## src/rtl/cache_arbiter_pkg.sv

```systemverilog
`default_nettype none
// ============================================================================
// Module      : cache_arbiter_pkg
// Description : Shared state encodings, watchdog defaults and the request
//               record used by the cache arbiter and its request latch.
// Revision    : 1.0 - initial release
// ============================================================================
package cache_arbiter_pkg;

  // Arbiter state encodings (2-bit, legacy-compatible constants)
  localparam logic [1:0] ST_IDLE   = 2'b00;
  localparam logic [1:0] ST_BUSY_I = 2'b01;
  localparam logic [1:0] ST_BUSY_D = 2'b10;

  // Watchdog: default limit and counter width
  localparam int TIMEOUT_DEFAULT = 31;
  localparam int WD_W            = 5;

  // Round-robin pointer values: the port preferred when both are pending
  localparam logic PTR_I = 1'b0;
  localparam logic PTR_D = 1'b1;

  // One controller request as seen on the ctl_* lines
  typedef struct packed {
    logic [15:0] addr;
    logic [15:0] data;
    logic        rd;
    logic        wr;
  } req_t;

  // A data request is malformed when it asks for read and write together or
  // targets an odd (unaligned) address.
  function automatic logic d_req_bad(input logic rd, input logic wr, input logic addr0);
    return (rd | wr) & ((rd & wr) | addr0);
  endfunction

endpackage : cache_arbiter_pkg
`default_nettype wire

```

## src/rtl/cache_arbiter_req_latch.sv

```systemverilog
`default_nettype none
// ============================================================================
// Module      : req_latch
// Description : Holds the granted request while the arbiter waits for the
//               controller, so ctl_* stay stable even if the requester moves.
// Revision    : 1.0 - initial release
// ============================================================================
module req_latch
  import cache_arbiter_pkg::*;
(
  input  logic clk,
  input  logic rst,
  input  logic load_i,
  input  req_t req_i,
  output req_t req_o
);

  req_t req_q;

  // Capture the request on a grant that cannot complete immediately.
  always_ff @(posedge clk or negedge rst) begin
    if (!rst) begin
      req_q <= '0;
    end else if (load_i) begin
      req_q <= req_i;
    end
  end

  assign req_o = req_q;

endmodule : req_latch
`default_nettype wire

```

## src/rtl/cache_arbiter.sv

```systemverilog
`default_nettype none
// ============================================================================
// Module      : cache_arbiter
// Description : Shares one cache controller between an instruction fetch
//               port and a data port. Round-robin when both are pending,
//               zero-latency pass-through on a controller hit, request
//               latching plus watchdog while waiting on a miss.
// Revision    : 1.0 - initial release
// ============================================================================
module cache_arbiter
  import cache_arbiter_pkg::*;
#(
  parameter int TIMEOUT = TIMEOUT_DEFAULT
) (
  input  logic        clk,
  input  logic        rst,
  input  logic        i_rd,
  input  logic [15:0] i_addr,
  input  logic        d_rd,
  input  logic        d_wr,
  input  logic [15:0] d_addr,
  input  logic [15:0] d_data_in,
  input  logic        ctl_done,
  input  logic        ctl_stall,
  input  logic [15:0] ctl_data_out,
  output logic        ctl_rd,
  output logic        ctl_wr,
  output logic [15:0] ctl_addr,
  output logic [15:0] ctl_data_in,
  output logic        i_done,
  output logic        i_stall,
  output logic        d_done,
  output logic        d_stall,
  output logic [15:0] rd_data,
  output logic        err
);

  // Last BUSY cycle the watchdog tolerates: the counter starts at 0 in the
  // first BUSY cycle, so it holds TIMEOUT-1 in the TIMEOUT-th one.
  localparam logic [WD_W-1:0] WD_LAST = WD_W'(TIMEOUT - 1);

  logic [1:0]      state_q, state_d;
  logic            ptr_q, ptr_d;
  logic [WD_W-1:0] wd_q, wd_d;

  logic i_pend, d_pend, d_bad, d_ok;
  logic grant_i, grant_d, timeout, load;
  logic i_done_c, d_done_c, err_c;
  req_t live_req, held_req, ctl_req;

  // ctl_stall is informational only; completion is signalled by ctl_done.
  logic unused_stall;
  assign unused_stall = ctl_stall;

  assign i_pend = i_rd;
  assign d_pend = d_rd | d_wr;
  assign d_bad  = d_req_bad(d_rd, d_wr, d_addr[0]);
  assign d_ok   = d_pend & ~d_bad;

  // Grants only exist in IDLE; the pointer breaks ties.
  assign grant_i = (state_q == ST_IDLE) & i_pend & (~d_ok | (ptr_q == PTR_I));
  assign grant_d = (state_q == ST_IDLE) & d_ok & (~i_pend | (ptr_q == PTR_D));

  assign timeout = (state_q != ST_IDLE) & ~ctl_done & (wd_q == WD_LAST);

  // Select the grantee's live request for the zero-latency IDLE path.
  always_comb begin
    live_req = '0;
    if (grant_d) begin
      live_req = '{addr: d_addr, data: d_data_in, rd: d_rd, wr: d_wr};
    end else if (grant_i) begin
      live_req = '{addr: i_addr, data: 16'h0000, rd: 1'b1, wr: 1'b0};
    end
  end

  req_latch u_req_latch (
    .clk    (clk),
    .rst    (rst),
    .load_i (load),
    .req_i  (live_req),
    .req_o  (held_req)
  );

  // Arbitration FSM: next state, pointer, watchdog and per-cycle pulses.
  always_comb begin
    state_d  = state_q;
    ptr_d    = ptr_q;
    wd_d     = wd_q;
    load     = 1'b0;
    ctl_req  = '0;
    i_done_c = 1'b0;
    d_done_c = 1'b0;
    err_c    = 1'b0;
    case (state_q)
      ST_IDLE: begin
        ctl_req = live_req;
        // A malformed data request is answered locally, never forwarded.
        if (d_bad) begin
          err_c    = 1'b1;
          d_done_c = 1'b1;
        end
        if (grant_i | grant_d) begin
          if (ctl_done) begin
            i_done_c = i_done_c | grant_i;
            d_done_c = d_done_c | grant_d;
            ptr_d    = grant_i ? PTR_D : PTR_I;
          end else begin
            load    = 1'b1;
            wd_d    = '0;
            state_d = grant_i ? ST_BUSY_I : ST_BUSY_D;
          end
        end else if (ctl_done) begin
          // Completion with nothing outstanding is a controller protocol error.
          err_c = 1'b1;
        end
      end
      ST_BUSY_I, ST_BUSY_D: begin
        ctl_req = held_req;
        wd_d    = wd_q + 1'b1;
        if (ctl_done | timeout) begin
          i_done_c = (state_q == ST_BUSY_I);
          d_done_c = (state_q == ST_BUSY_D);
          err_c    = timeout;
          // A timed-out access still counts as served so the other port gets
          // its turn even if one requester keeps hanging the controller.
          ptr_d    = (state_q == ST_BUSY_I) ? PTR_D : PTR_I;
          wd_d     = '0;
          state_d  = ST_IDLE;
        end
      end
      default: begin
        state_d = ST_IDLE;
      end
    endcase
  end

  // State, pointer and watchdog registers; reset drops any in-flight access.
  always_ff @(posedge clk or negedge rst) begin
    if (!rst) begin
      state_q <= ST_IDLE;
      ptr_q   <= PTR_I;
      wd_q    <= '0;
    end else begin
      state_q <= state_d;
      ptr_q   <= ptr_d;
      wd_q    <= wd_d;
    end
  end

  // Outputs are forced low while reset is held, including the pass-through paths.
  assign ctl_rd      = rst & ctl_req.rd;
  assign ctl_wr      = rst & ctl_req.wr;
  assign ctl_addr    = rst ? ctl_req.addr : 16'h0000;
  assign ctl_data_in = rst ? ctl_req.data : 16'h0000;
  assign i_done      = rst & i_done_c;
  assign d_done      = rst & d_done_c;
  assign i_stall     = rst & i_pend & ~i_done_c;
  assign d_stall     = rst & d_pend & ~d_done_c;
  assign err         = rst & err_c;
  assign rd_data     = (rst & (i_done_c | d_done_c)) ? ctl_data_out : 16'h0000;

endmodule : cache_arbiter
`default_nettype wire

```

## config.mk

```make
export PLATFORM = sky130hd
export DESIGN_NAME = cache_arbiter
export DESIGN_NICKNAME = d
export VERILOG_FILES = /design/src/rtl/cache_arbiter_pkg.sv /design/src/rtl/cache_arbiter_req_latch.sv /design/src/rtl/cache_arbiter.sv
export SDC_FILE = /design/constraint.sdc
export NUM_CORES = 1
export LEC_CHECK = 0
export CAP_MARGIN = 20
export CORE_MARGIN = 10
export CORE_UTILIZATION = 45
export CTS_BUF_LIST = sky130_fd_sc_hd__clkbuf_16
export DETAILED_ROUTE_END_ITERATION = 8
export DONT_BUFFER_PORTS = 1
export MAX_ROUTING_LAYER = met4
export PLACE_DENSITY_LB_ADDON = 0.2
export SYNTH_ARGS = -nofsm -noshare
export SYNTH_HDL_FRONTEND = slang
export SYNTH_SLANG_ARGS = --single-unit
```

## constraint.sdc

```tcl
create_clock -name clk -period 2.6 [get_ports clk]
set_clock_uncertainty 0.05 [all_clocks]
set_input_delay 0.52 -clock clk [delete_from_list [all_inputs] [get_ports clk]]
set_output_delay 0.52 -clock clk [all_outputs]
set_load 0.02 [all_outputs]
```

==> results.cfg <==
[run_status]
status = finished with violations
violations = setup timing

[critical_path]
startpoint_type = flop
r2r_end = u_req_latch.req_o[1]
cp_max_fo = 5
r2r_slack_ns = 0.35
arrival_ns = 2.13
timing.rr.start = state_q[0]
worstPathRequired_ns = 2.03
crit_path_end_kind = primary output
rr_worst_depth = 6
path_class = reg -> out

[placed_design]
gp_congestion = 0.851
dp.cells = 409
dp_hpwl_um = 6290
portBuffers = 0

[route]
detail_route.iter0.violations = 243
wl_per_cell_um = 23.5
drtPass1Iterations = 5
wl_um = 10200
antenna_left = 0
route.detailed.drc = 0
via_count = 2814
viasPerCell = 6.51

[clock_tree]
cts_tree = done
clk_pin_slew_ns = 0.06
cts_buffers = 5
clk_latency_ns = 0.28
cts-root-buf = clkbuf_16
h-tree-depth = 2
cts_sinks = 42
cts.path.max_buffers = 2

[floorplanning]
initial_core_util = 0.462
die_area_um2 = 9590
die_y_um = 97.9
die_x_um = 97.9
rows = 28
core_um2 = 5920
ios = 126

[sta]
slew_headroom = 0.585
finalCritPeriodShare = 1.04
min_period_ns = 2.70
maxSlewViolCount = 0
hold_viol = 0
setup_viol = 19
max_freq_mhz = 371
worst_pin_slew_ns = 0.622
rsz0062_at_grt = yes
setup_slack_ns = -0.0985

[global_route]
overflow = 0
track_usage = 0.189
grt_first_pass_wirelength_um = 14900
grt_start_max_net_pins = 43
antenna_found_initial = 0
first_global_vias = 2812

[run]
cap_violations = 0

[logic_synthesis]
synth_nets = 376
postSynthCellCount = 299
ys.flop_type = dfrtp_1
synth.avg_cell_area_um2 = 9.14
synth_seq_area_share = 0.384
synth_cell_types = 42
synth_edf_count = 0
synthArstFlopShare = 1.00
netlist_area_um2 = 2730
netlist.area_leader.share = 0.384
ys_warn_count = 0
synth_area_leaders = dfrtp_1 (38%), a221o_1 (5.5%), a222oi_1 (5.5%), a22o_1 (5.4%), nor2_1 (4.9%)
synth-seq-cells = 42
synth_area_leader_cell = dfrtp_1

[layout]
synthToLayoutAreaGrowth_pct = 44.6
nets = 434
layoutNonFillerInstCount = 432
antennaDiodeCount = 0
drive_above_1_share = 0.381

[power_and_ir_drop]
power_density_nw_per_um2 = 1030
cellLeakagePower_nw = 1.69
irDropWorstVdd_mv = 0.599
fin_total_pwr_mw = 4.06

[worst_hold_path]
hp-class = in -> async
-- worst max-delay path, cell delays in order, from the launching register on --
cell     delay (ns)
dfrtp_1        0.41
inv_2          0.07
ha_4           0.17
and4b_2        0.32
a41oi_2        0.13
o21a_2         0.29
buf_6          0.16
a21oi_2        0.16
buf_6          0.14
-- kinds of logic after synthesis --
group                    share of synthesized area
AO/OA/AOI/OAI                                0.361
buffers and inverters                       0.0627
XOR/XNOR                                   0.00595
flip-flops                                   0.384
multiplexers                                0.0206
adder cells (fa/ha/maj)                     0.0311
AND/OR/NAND/NOR                              0.135
-- cell type report --
class,count,area [µm²]
clock buffer,5,125
sequential,42,1050
clock inverter,2,33.8
timing repair buffer,82,835
multi-input combinational,219,1790
fill,466,1970
inverter,7,26.3
tap,75,93.8
-- how the worst max path moves through the flow --
stage | from | end | slack [ns] | depth (start not counted)
2_1_floorplan | state_q[0] | rd_data[10] | 0.04 | 8
6_report | state_q[0] | rd_data[6] | -0.1 | 8
4_1_cts | state_q[0] | rd_data[4] | -0.02 | 8
3_3_place_gp | state_q[0] | rd_data[10] | 0.14 | 8
3_5_place_dp | state_q[0] | rd_data[12] | 0.10 | 8
5_1_grt | state_q[0] | rd_data[6] | -0.14 | 8
-- power breakdown --
group / total [mW] / switching (mW) / internal, mW
clock network: 0.694 / 0.250 / 0.444
logic: 2.33 / 1.26 / 1.07
registers: 1.04 / 0.150 / 0.889
total: 4.06 / 1.66 / 2.41
-- placed cells by master, fill, tap and decap left out, types with 6 or more instances in the layout --
cell type / instances
a21boi_0: 14
a21oi_2: 7
a21oi_4: 11
a221o_1: 15
a222oi_1: 15
a22o_1: 17
a22oi_1: 13
buf_4: 51
buf_6: 21
clkbuf_16: 9
dfrtp_1: 42
inv_1: 6
nand2_1: 19
nor2_1: 35
o21ai_0: 6
-- stage by stage --
stage,hold WS [ns],cell area [µm²],setup slack [ns],setup TNS (ns),utilization
finish,0.0264,3950,-0.0985,-0.961,0.668
global route,0.0494,3950,-0.139,-2.90,0.668
CTS,0.0398,3550,-0.0211,-0.113,0.599
detailed placement,0.176,3220,0.101,0,0.545
global placement,0.176,3220,0.145,0,0.545
floorplan,0.174,2730,0.0373,0,-
-- routing by layer --
metal | vias up | track usage | wire (µm)
met5 | - | - | 0
met4 | 0 | 0.0380 | 112
met3 | 10 | 0.0634 | 1170
met2 | 148 | 0.302 | 5050
met1 | 1393 | 0.226 | 3840
li1 | 1263 | - | -
-- cell usage after synthesis, types with 2 or more instances --
cell type,count
inv_1,7
o21ai_0,6
ha_1,6
a21o_1,2
mux2_2,5
nand3_1,6
a21boi_0,14
a21oi_1,20
o211ai_1,5
nor2b_1,5
nor3_1,2
a22o_1,17
a32o_1,2
a221o_1,15
dfrtp_1,42
a22oi_1,17
buf_4,3
nor2_1,36
clkbuf_1,13
buf_2,14
and3_1,3
nand2b_1,6
nand2_1,20
a222oi_1,15
-- state kept, by name, indices dropped and copies added (netlist names) --
register           count
wd_q                   5
u_req_latch.req_o     34
state_q                2
ptr_q                  1
-- repair_timing --
action                                 in CTS  in global routing
endpoints found under the hold margin      42                  0
resized for setup                          26                 52
buffers inserted                            3                  3
gates cloned                                3                  6
hold buffers                                1                  0
setup endpoints to repair                  39                 46
pin swaps                                   9                 23
(Power assumes the default switching activity.)
